--- src/rtl/ysyx_25040129_pkg.sv ---
// Shared ysyx_25040129 definitions: memory op codes, AXI response codes and
// arbiter state/owner encodings.
package ysyx_25040129_pkg;

  localparam logic MEM_READ  = 1'b0;
  localparam logic MEM_WRITE = 1'b1;

  localparam logic [1:0] RESP_OKAY   = 2'b00;
  localparam logic [1:0] RESP_SLVERR = 2'b10;

  typedef enum logic [1:0] {
    IDLE   = 2'd0,
    IFU_RD = 2'd1,
    LSU_RD = 2'd2,
    LSU_WR = 2'd3
  } arb_state_t;

  typedef enum logic {
    OWNER_IFU = 1'b0,
    OWNER_LSU = 1'b1
  } owner_t;

  // Owner that a just-finished transaction in state s belonged to.
  function automatic owner_t owner_of(arb_state_t s);
    return (s == IFU_RD) ? OWNER_IFU : OWNER_LSU;
  endfunction

endpackage

--- src/rtl/ysyx_25040129_axi_arbiter.sv ---
// Two-master (IFU read-only, LSU read/write) to one-slave AXI-lite arbiter.
// One outstanding transaction; grant held in the registered state only.
module ysyx_25040129_axi_arbiter
  import ysyx_25040129_pkg::*;
#(
  parameter bit LSU_FIRST = 1'b1
) (
  input  logic        clk,
  input  logic        rst,
  // IFU read
  input  logic [31:0] ifu_araddr,
  input  logic        ifu_arvalid,
  output logic        ifu_arready,
  input  logic [2:0]  ifu_arsize,
  output logic [31:0] ifu_rdata,
  output logic [1:0]  ifu_rresp,
  output logic        ifu_rvalid,
  input  logic        ifu_rready,
  // LSU read
  input  logic [31:0] lsu_araddr,
  input  logic        lsu_arvalid,
  output logic        lsu_arready,
  input  logic [2:0]  lsu_arsize,
  output logic [31:0] lsu_rdata,
  output logic [1:0]  lsu_rresp,
  output logic        lsu_rvalid,
  input  logic        lsu_rready,
  // LSU write
  input  logic [31:0] lsu_awaddr,
  input  logic        lsu_awvalid,
  output logic        lsu_awready,
  input  logic [31:0] lsu_wdata,
  input  logic [3:0]  lsu_wstrb,
  input  logic        lsu_wvalid,
  output logic        lsu_wready,
  output logic [1:0]  lsu_bresp,
  output logic        lsu_bvalid,
  input  logic        lsu_bready,
  // Slave side
  output logic [31:0] araddr,
  output logic        arvalid,
  input  logic        arready,
  output logic [2:0]  arsize,
  input  logic [31:0] rdata,
  input  logic [1:0]  rresp,
  input  logic        rvalid,
  output logic        rready,
  output logic [31:0] awaddr,
  output logic        awvalid,
  input  logic        awready,
  output logic [31:0] wdata,
  output logic [3:0]  wstrb,
  output logic        wvalid,
  input  logic        wready,
  input  logic [1:0]  bresp,
  input  logic        bvalid,
  output logic        bready
);

  // Resetting last_owner to the opposite master makes LSU_FIRST decide the first tie.
  localparam owner_t RESET_OWNER = LSU_FIRST ? OWNER_IFU : OWNER_LSU;

  arb_state_t state, state_d;
  owner_t     last_owner;
  logic       txn_done;
  logic       lsu_wr_req;
  logic       lsu_req;
  logic       lsu_wins;

  always_ff @(posedge clk) begin
    if (!rst) begin
      state      <= IDLE;
      last_owner <= RESET_OWNER;
    end else begin
      state <= state_d;
      if (txn_done) begin
        last_owner <= owner_of(state);
      end
    end
  end

  always_comb begin
    state_d    = state;
    txn_done   = 1'b0;
    lsu_wr_req = lsu_awvalid | lsu_wvalid;
    lsu_req    = lsu_wr_req | lsu_arvalid;
    lsu_wins   = lsu_req && (!ifu_arvalid || (last_owner == OWNER_IFU));
    unique case (state)
      IDLE: begin
        if (lsu_wins) begin
          state_d = lsu_wr_req ? LSU_WR : LSU_RD;
        end else if (ifu_arvalid) begin
          state_d = IFU_RD;
        end
      end
      IFU_RD: txn_done = rvalid && ifu_rready;
      LSU_RD: txn_done = rvalid && lsu_rready;
      LSU_WR: txn_done = bvalid && lsu_bready;
      default: state_d = IDLE;
    endcase
    if (txn_done) begin
      state_d = IDLE;
    end
  end

  always_comb begin
    ifu_arready = 1'b0;
    ifu_rvalid  = 1'b0;
    lsu_arready = 1'b0;
    lsu_rvalid  = 1'b0;
    lsu_awready = 1'b0;
    lsu_wready  = 1'b0;
    lsu_bvalid  = 1'b0;
    araddr      = '0;
    arsize      = '0;
    arvalid     = 1'b0;
    rready      = 1'b0;
    awaddr      = '0;
    awvalid     = 1'b0;
    wdata       = '0;
    wstrb       = '0;
    wvalid      = 1'b0;
    bready      = 1'b0;
    // Data/response buses are broadcast; only the owner's valid qualifies them.
    ifu_rdata   = rdata;
    ifu_rresp   = rresp;
    lsu_rdata   = rdata;
    lsu_rresp   = rresp;
    lsu_bresp   = bresp;
    unique case (state)
      IFU_RD: begin
        araddr      = ifu_araddr;
        arsize      = ifu_arsize;
        arvalid     = ifu_arvalid;
        ifu_arready = arready;
        ifu_rvalid  = rvalid;
        rready      = ifu_rready;
      end
      LSU_RD: begin
        araddr      = lsu_araddr;
        arsize      = lsu_arsize;
        arvalid     = lsu_arvalid;
        lsu_arready = arready;
        lsu_rvalid  = rvalid;
        rready      = lsu_rready;
      end
      LSU_WR: begin
        awaddr      = lsu_awaddr;
        awvalid     = lsu_awvalid;
        lsu_awready = awready;
        wdata       = lsu_wdata;
        wstrb       = lsu_wstrb;
        wvalid      = lsu_wvalid;
        lsu_wready  = wready;
        lsu_bvalid  = bvalid;
        bready      = lsu_bready;
      end
      default: ;
    endcase
  end

endmodule

--- config.mk ---
export PLATFORM = sky130hd
export DESIGN_NAME = ysyx_25040129_axi_arbiter
export DESIGN_NICKNAME = d
export VERILOG_FILES = /design/src/rtl/ysyx_25040129_pkg.sv /design/src/rtl/ysyx_25040129_axi_arbiter.sv
export SDC_FILE = /design/constraint.sdc
export NUM_CORES = 1
export LEC_CHECK = 0
export ABC_AREA = 1
export CORE_AREA = 8 8 140 142
export CTS_BUF_LIST = sky130_fd_sc_hd__clkbuf_4 sky130_fd_sc_hd__clkbuf_8
export DETAILED_ROUTE_END_ITERATION = 10
export DIE_AREA = 0 0 148 150
export PLACE_DENSITY = 0.56
export SYNTH_ARGS = -nofsm -noshare
export SYNTH_HDL_FRONTEND = slang
export SYNTH_SLANG_ARGS = --single-unit
--- constraint.sdc ---
create_clock -name clk -period 4 [get_ports clk]
set_input_delay 1.2 -clock clk [delete_from_list [all_inputs] [get_ports clk]]
set_output_delay 1.2 -clock clk [all_outputs]
set_load 0.005 [all_outputs]
Word level (Yosys, flattened, before mapping)
Cells that the tools add are included.
- word-level logic and storage cells: 41
- bits of input ports: 188
- bits in registers: 3
- multiplexer cells: 22
- bitwise logic cells: 4
- reductions and logical operators: 10
- equality and inequality tests: 3
- operators by type and width (operator ; number):
    $mux 32 ; 2
    $pmux 32 s2 ; 1
    $mux 1 ; 12
    $pmux 3 s2 ; 1
    $eq 2x2->1 const B ; 2
    $logic_and 1x1->1 ; 4
    $mux 2 ; 2
    $mux 4 ; 1
    $pmux 1 s2 ; 2
    $pmux 1 s3 ; 1
    $eq 2x1->1 const B ; 1
    $logic_not 2->1 ; 1
    $not 1->1 ; 2
    $or 1x1->1 ; 2
    $reduce_and 2->1 ; 1
    $reduce_bool 2->1 ; 1
    $reduce_or 2->1 ; 1
    $logic_not 1->1 ; 1
    $logic_or 1x1->1 ; 1

Longest topological paths before layout
Gate-level depths: netlist of the first run.
- word-level depth: 5
- mapped depth: 10
- mapped depth without buffers: 9

Worst setup path after synthesis of the first run
No wires, ideal clock.
- kind: in2out
- start point: input port ifu_araddr[21]
- end point: output port araddr[21]
- cell stages on the path: 2
- data arrival time: 1397 ps
- data required time: 2800 ps
- buffers on the path: 0
- setup slack: 1403 ps
- path through: nand2_1 a21oi_1
- cells in the longest elaborated chain, start to end: 1
- RTL lines (item ; line ; text):
    start, declared ; ysyx_25040129_axi_arbiter.sv:11 ; input logic [31:0] ifu_araddr,
    $pmux 32 s2 ; ysyx_25040129_axi_arbiter.sv:130 ; unique case (state)
    end, declared ; ysyx_25040129_axi_arbiter.sv:40 ; output logic [31:0] araddr,
Every way passes these cells.

Final worst setup path of the first run
- start point: input port ifu_arvalid
- end point: output port arvalid
- cells in the longest elaborated chain, start to end: 1
- RTL lines (item ; line ; text):
    start, declared ; ysyx_25040129_axi_arbiter.sv:12 ; input logic ifu_arvalid,
    $pmux 1 s2 ; ysyx_25040129_axi_arbiter.sv:130 ;
    end, declared ; ysyx_25040129_axi_arbiter.sv:41 ; output logic arvalid,
Every way passes these cells.

==> results of run 1 <==
-- flip-flops by register name, indices dropped and copies added (netlist names) --
register	count
state	2
last_owner	1
-- metrics by stage --
step / area (um^2) / utilization
after floorplan: 1970 / -
after global placement: 4340 / 0.248
after detailed placement: 4340 / 0.248
after CTS: 4390 / 0.250
after global routing: 4390 / 0.250
final: 4390 / 0.250
-- report_power, final --
group / switching, mW / internal (mW) / total [mW]
combinational: 0.531 / 0.590 / 1.12
clock: 0.0212 / 0.0748 / 0.0961
sequential: 0.0100 / 0.0406 / 0.0506
total: 0.563 / 0.705 / 1.27
-- cell type report --
| type | count | share of cell area |
|---|---|---|
| Timing Repair Buffer | 272 | 0.619 |
| Multi-Input combinational cell | 218 | 0.215 |
| Inverter | 88 | 0.0752 |
| Sequential cell | 3 | 0.0137 |
| Clock buffer | 4 | 0.0111 |
| Tap cell | 229 | 0.0652 |
-- synth_stat cells --
cell / count
a21boi_0: 1
a21oi_1: 38
buf_2: 16
buf_4: 72
buf_6: 1
dfxtp_1: 3
ha_1: 6
inv_1: 86
inv_2: 2
nand2_1: 162
nand2_2: 2
nand3_1: 2
nand3_2: 1
nand3b_1: 1
nor2_1: 3
nor2_2: 1
o21ai_0: 1
-- cells by family after synthesis --
family                   after synthesis  share of synthesized area
AO/OA/AOI/OAI                         40                      0.103
AND/OR/NAND/NOR                      172                      0.339
flip-flops                             3                     0.0306
buffers and inverters                177                      0.490
adder cells (fa/ha/maj)                6                     0.0382
-- layer usage --
| metal | vias up | track usage | wire length, um |
|---|---|---|---|
| met1 | 1148 | 0.0903 | 3980 |
| li1 | 1436 | - | - |
| met5 | - | 0 | 0 |
| met2 | 259 | 0.175 | 5800 |
| met4 | 0 | 0.00969 | 65 |
| met3 | 11 | 0.0623 | 1980 |
-- worst max-delay path by stage --
stage / endpoint / start / cells after the start / slack, ns
2_1_floorplan: araddr[21] / ifu_araddr[21] / 2 / 1.40
3_3_place_gp: araddr[10] / ifu_araddr[10] / 4 / 0.29
5_1_grt: arvalid / ifu_arvalid / 4 / 0.25
6_report: arvalid / ifu_arvalid / 4 / 0.32
3_5_place_dp: araddr[10] / ifu_araddr[10] / 4 / 0.31
4_1_cts: arvalid / ifu_arvalid / 4 / 0.30
-- critical path: cells and delay by family --
kind / cells / cell delay [ns]
and+or+nand+nor: 1 / 0.06
buffers and inverters: 2 / 1.05
AOI/OAI and AO/OA: 1 / 0.17
==> results.toml, run 1 <==
[outcome]
status = "finished, final reports clean"

[global_routing]
antenna_found_initial = 0
grt_start_max_net_pins = 41
grt_first_pass_wirelength_mm = 16.7
overflow = 0
grt_pass1_vias = 2883
grt_usage = 0.0954

[hold_path]
hold_path_depth = 2
min_to = "last_owner"
worstHoldStart = "last_owner"
hold_path_class = "reg -> reg"

[sta]
finalSetupViolations = 0
clock-skew-final_ns = 0.00207
worst_slack_ns = 0.323
worstMarginPinSlew_ns = 0.653
tns_ns = 0
drv_slew = 0
max_freq_ghz = 0.272
holdWs_ns = 0.495
finalCritPeriodShare = 0.919
max_slew_margin = 0.564
hold_viol = 0
fin_crit_ns = 3.68
rsz0062_at_grt = "false"

[setup_path]
reg2reg_slack_ns = 2.40
worst_r2r_startpoint = "state[1]"
critPathKind = "in -> out"
crit_path_top_delay_cell = "clkdlybuf4s50_1"
critPathArrivalTime_ns = 2.48
worstPathMaxFanout = 3
end_kind = "output port"
start_kind = "input pin"
reg2regPathDepth = 8
required_ns = 2.80
r2r-end = "last_owner"
max_stage_delay_ns = 0.55
crit_top_cell = "clkdlybuf4s50_1"
path_cells = "clkdlybuf4s50_1 -> nand2_1 -> a21oi_1 -> clkdlybuf4s50_1"

[logic_synthesis]
syn_area_per_cell_um2 = 4.94
synth.top_cell.area_share = 0.309
seq_area_frac_synth = 0.0306
postSynthCellCount = 398
syn_nets = 592
synth_top_area_cell = "nand2_1"
synth_area_um2 = 1970
ys_types = 17
synth-seq-cells = 3
yosys_warnings = 0
netlist_top_cells_area = "nand2_1 31%, buf_4 27%, inv_1 16%"

[cts]
cts_buffers = 3
post-cts-setup-buffer-count = 0
clk_path_buf_depth = 2
cts_resized = 0
cts_tree = "built"
clk_latency_ns = 0.22
root_buffer = "clkbuf_8"
path_clk_slew_ns = 0.03
cts_hold_buf = 0
cts_sinks = 3
htreeDepth = 1

[routing]
routedWlPerCell_um = 14.5
postRouteAntennaNets = 0
drt-total-wl_mm = 11.8
dr_total_vias = 2854
drcViolationCount = 0
vias_per_cell = 3.51
drt-pass1-iter-count = 4
drt-initial-drc-count = 66

[placement]
dp_hpwl_mm = 10.4
routabilityCongestion = 0.743
io_buffers = 266
dp.cells = 810
place_ws_ns = 0.309

[floorplan]
dieHeight_um = 150
fp.coreArea_um2 = 17500
die_area_um2 = 22200
start_util = 0.112
die_w_um = 148
ios = 373
std_cell_rows = 49

[power_and_ir_drop]
power_leakage_nw = 2.15
finalPower_mw = 1.27
p_per_area_nw_per_um2 = 289
ir_drop_v = 0.000186

[finish]
drive_above_1_share = 0.0291
final_cell_mix = "266 x clkdlybuf4s50_1, 162 x nand2_1, 86 x inv_1, 38 x a21oi_1"
final-seq-area_um2 = 60.1
mostFrequentLayoutCell = "clkdlybuf4s50_1"
num_antenna_cells = 0
area_growth_syn_to_layout_pct = 123
final_cells = 814
n_fill_cell = 1982
multi_input_area_um2 = 946
finalNetCount = 780

[flow_run]
maxCapViolCount = 0
No activity file was read; power rests on OpenSTA's default activity.
==> run 2, diff against run 1 <==
GPL_TIMING_DRIVEN = 0   (was not set)
==> run 2 against run 1 <==
Compared with the run above:
- critical path depth did not move
- die area unchanged
- hold slack better by 0.027 ns
- clock power decreased by 3.3%
- worst setup slack lost 0.022 ns
- sequential cell count unchanged
- clock skew fell by 0.0011 ns
- maximum frequency fell by 0.60%
- non-clock buffer count increased by 153
- via count increased by 17%
==> results.toml, run 2 (synthesis results as in run 1) <==
[outcome]
status = "finished, final reports clean"

[setup_path]
crit_end = "araddr[30]"
worst_r2r_startpoint = "state[1]"
end_kind = "output port"
reg2reg_slack_ns = 2.60
critPathArrivalTime_ns = 2.50
critPathLaunch = "ifu_araddr[30]"
start_kind = "input pin"
r2r-end = "state[0]"
required_ns = 2.80
worstPathMaxFanout = 1
critPathKind = "in -> out"
reg2regPathDepth = 9

[finish]
final_util = 0.323
final-seq-area_um2 = 60.1
finalNetCount = 933
area_growth_syn_to_layout_pct = 188
multi_input_area_um2 = 943
num_antenna_cells = 0
final_cells = 967
final_cell_mix = "336 x clkdlybuf4s50_1, 162 x nand2_1, 86 x inv_1, 72 x buf_4, 38 x a21oi_1"
final_cell_area_um2 = 5660
n_fill_cell = 1925
largest_reg_flops = 2
largestRegisters = "state (2), last_owner (1)"
regMostFlops = "state"
mostFrequentLayoutCell = "clkdlybuf4s50_1"
drive_above_1_share = 0.134

[sta]
clock-skew-final_ns = 0.000948
finalSetupViolations = 0
holdWs_ns = 0.522
worst_slack_ns = 0.300
fin_crit_ns = 3.70
max_slew_margin = 0.817
finalCritPeriodShare = 0.925
tns_ns = 0
hold_viol = 0
rsz0062_at_grt = "false"
drv_slew = 0
max_freq_ghz = 0.270
worstMarginPinSlew_ns = 0.274

[floorplan]
ios = 373
std_cell_rows = 49
dieHeight_um = 150
start_util = 0.112
die_area_um2 = 22200
die_w_um = 148
fp.coreArea_um2 = 17500

[global_routing]
grt_usage = 0.113
grt_pass1_vias = 3538
met1_usage = 0.114
grt_first_pass_wirelength_mm = 19.8
grtUsageMet3 = 0.0423
overflow = 0
gr-max-usage-layer = "met2"
grt_util_met2 = 0.226
antenna_found_initial = 0
grt_start_max_net_pins = 11

[power_and_ir_drop]
power_leakage_nw = 2.82
p_per_area_nw_per_um2 = 257
finalPower_mw = 1.45
ir_drop_v = 0.000187

[placement]
place_ws_ns = 0.303
dp.cells = 963
io_buffers = 336
dpl-instance-area_um2 = 5620
routabilityCongestion = 0.739
dp_hpwl_mm = 12.9

[routing]
drt-pass1-iter-count = 4
vias_per_cell = 3.44
drt-initial-drc-count = 75
routedWlPerCell_um = 14.6
drcViolationCount = 0
dr_total_vias = 3328
postRouteAntennaNets = 0
drt-total-wl_mm = 14.2

[cts]
path_clk_slew_ns = 0.03
cts_tree = "built"
cts_resized = 0
clk_latency_ns = 0.21
root_buffer = "clkbuf_8"
cts_hold_buf = 0
cts_buffers = 3
clk_path_buf_depth = 2
post-cts-setup-buffer-count = 0
cts_sinks = 3
htreeDepth = 1

[hold_path]
hold_path_class = "reg -> reg"

[flow_run]
maxCapViolCount = 0
-- run 2: metal layers --
metal	vias up	wire length (um)
met5	-	0
met4	0	0
met3	0	1510
met2	201	7510
met1	1386	5130
li1	1741	-
-- run 2: layout make-up --
type	instances	share of cell area
Timing Repair Buffer	336	0.594
Multi-Input combinational cell	218	0.167
Buffer	89	0.112
Inverter	88	0.0583
Tap cell	229	0.0506
Sequential cell	3	0.0106
Clock buffer	4	0.00861
-- run 2: how the worst min path moves through the flow --
stage               startpoint         end  slack, ns  cells after the start
floorplan           last_owner  last_owner       0.45                      2
global placement    last_owner  last_owner       0.48                      2
detailed placement  last_owner  last_owner       0.52                      2
CTS                 last_owner  last_owner       0.52                      2
global route        last_owner  last_owner       0.56                      2
finish              last_owner  last_owner       0.52                      2
-- run 2: critical path: stages --
cell	delay, ns
clkdlybuf4s50_1	0.45
nand2_1	0.05
a21oi_1	0.24
clkdlybuf4s50_1	0.56
-- run 2: where the power goes --
part	switching (mW)	internal [mW]
combinational	0.591	0.719
sequential	0.0101	0.0406
clock	0.0183	0.0746
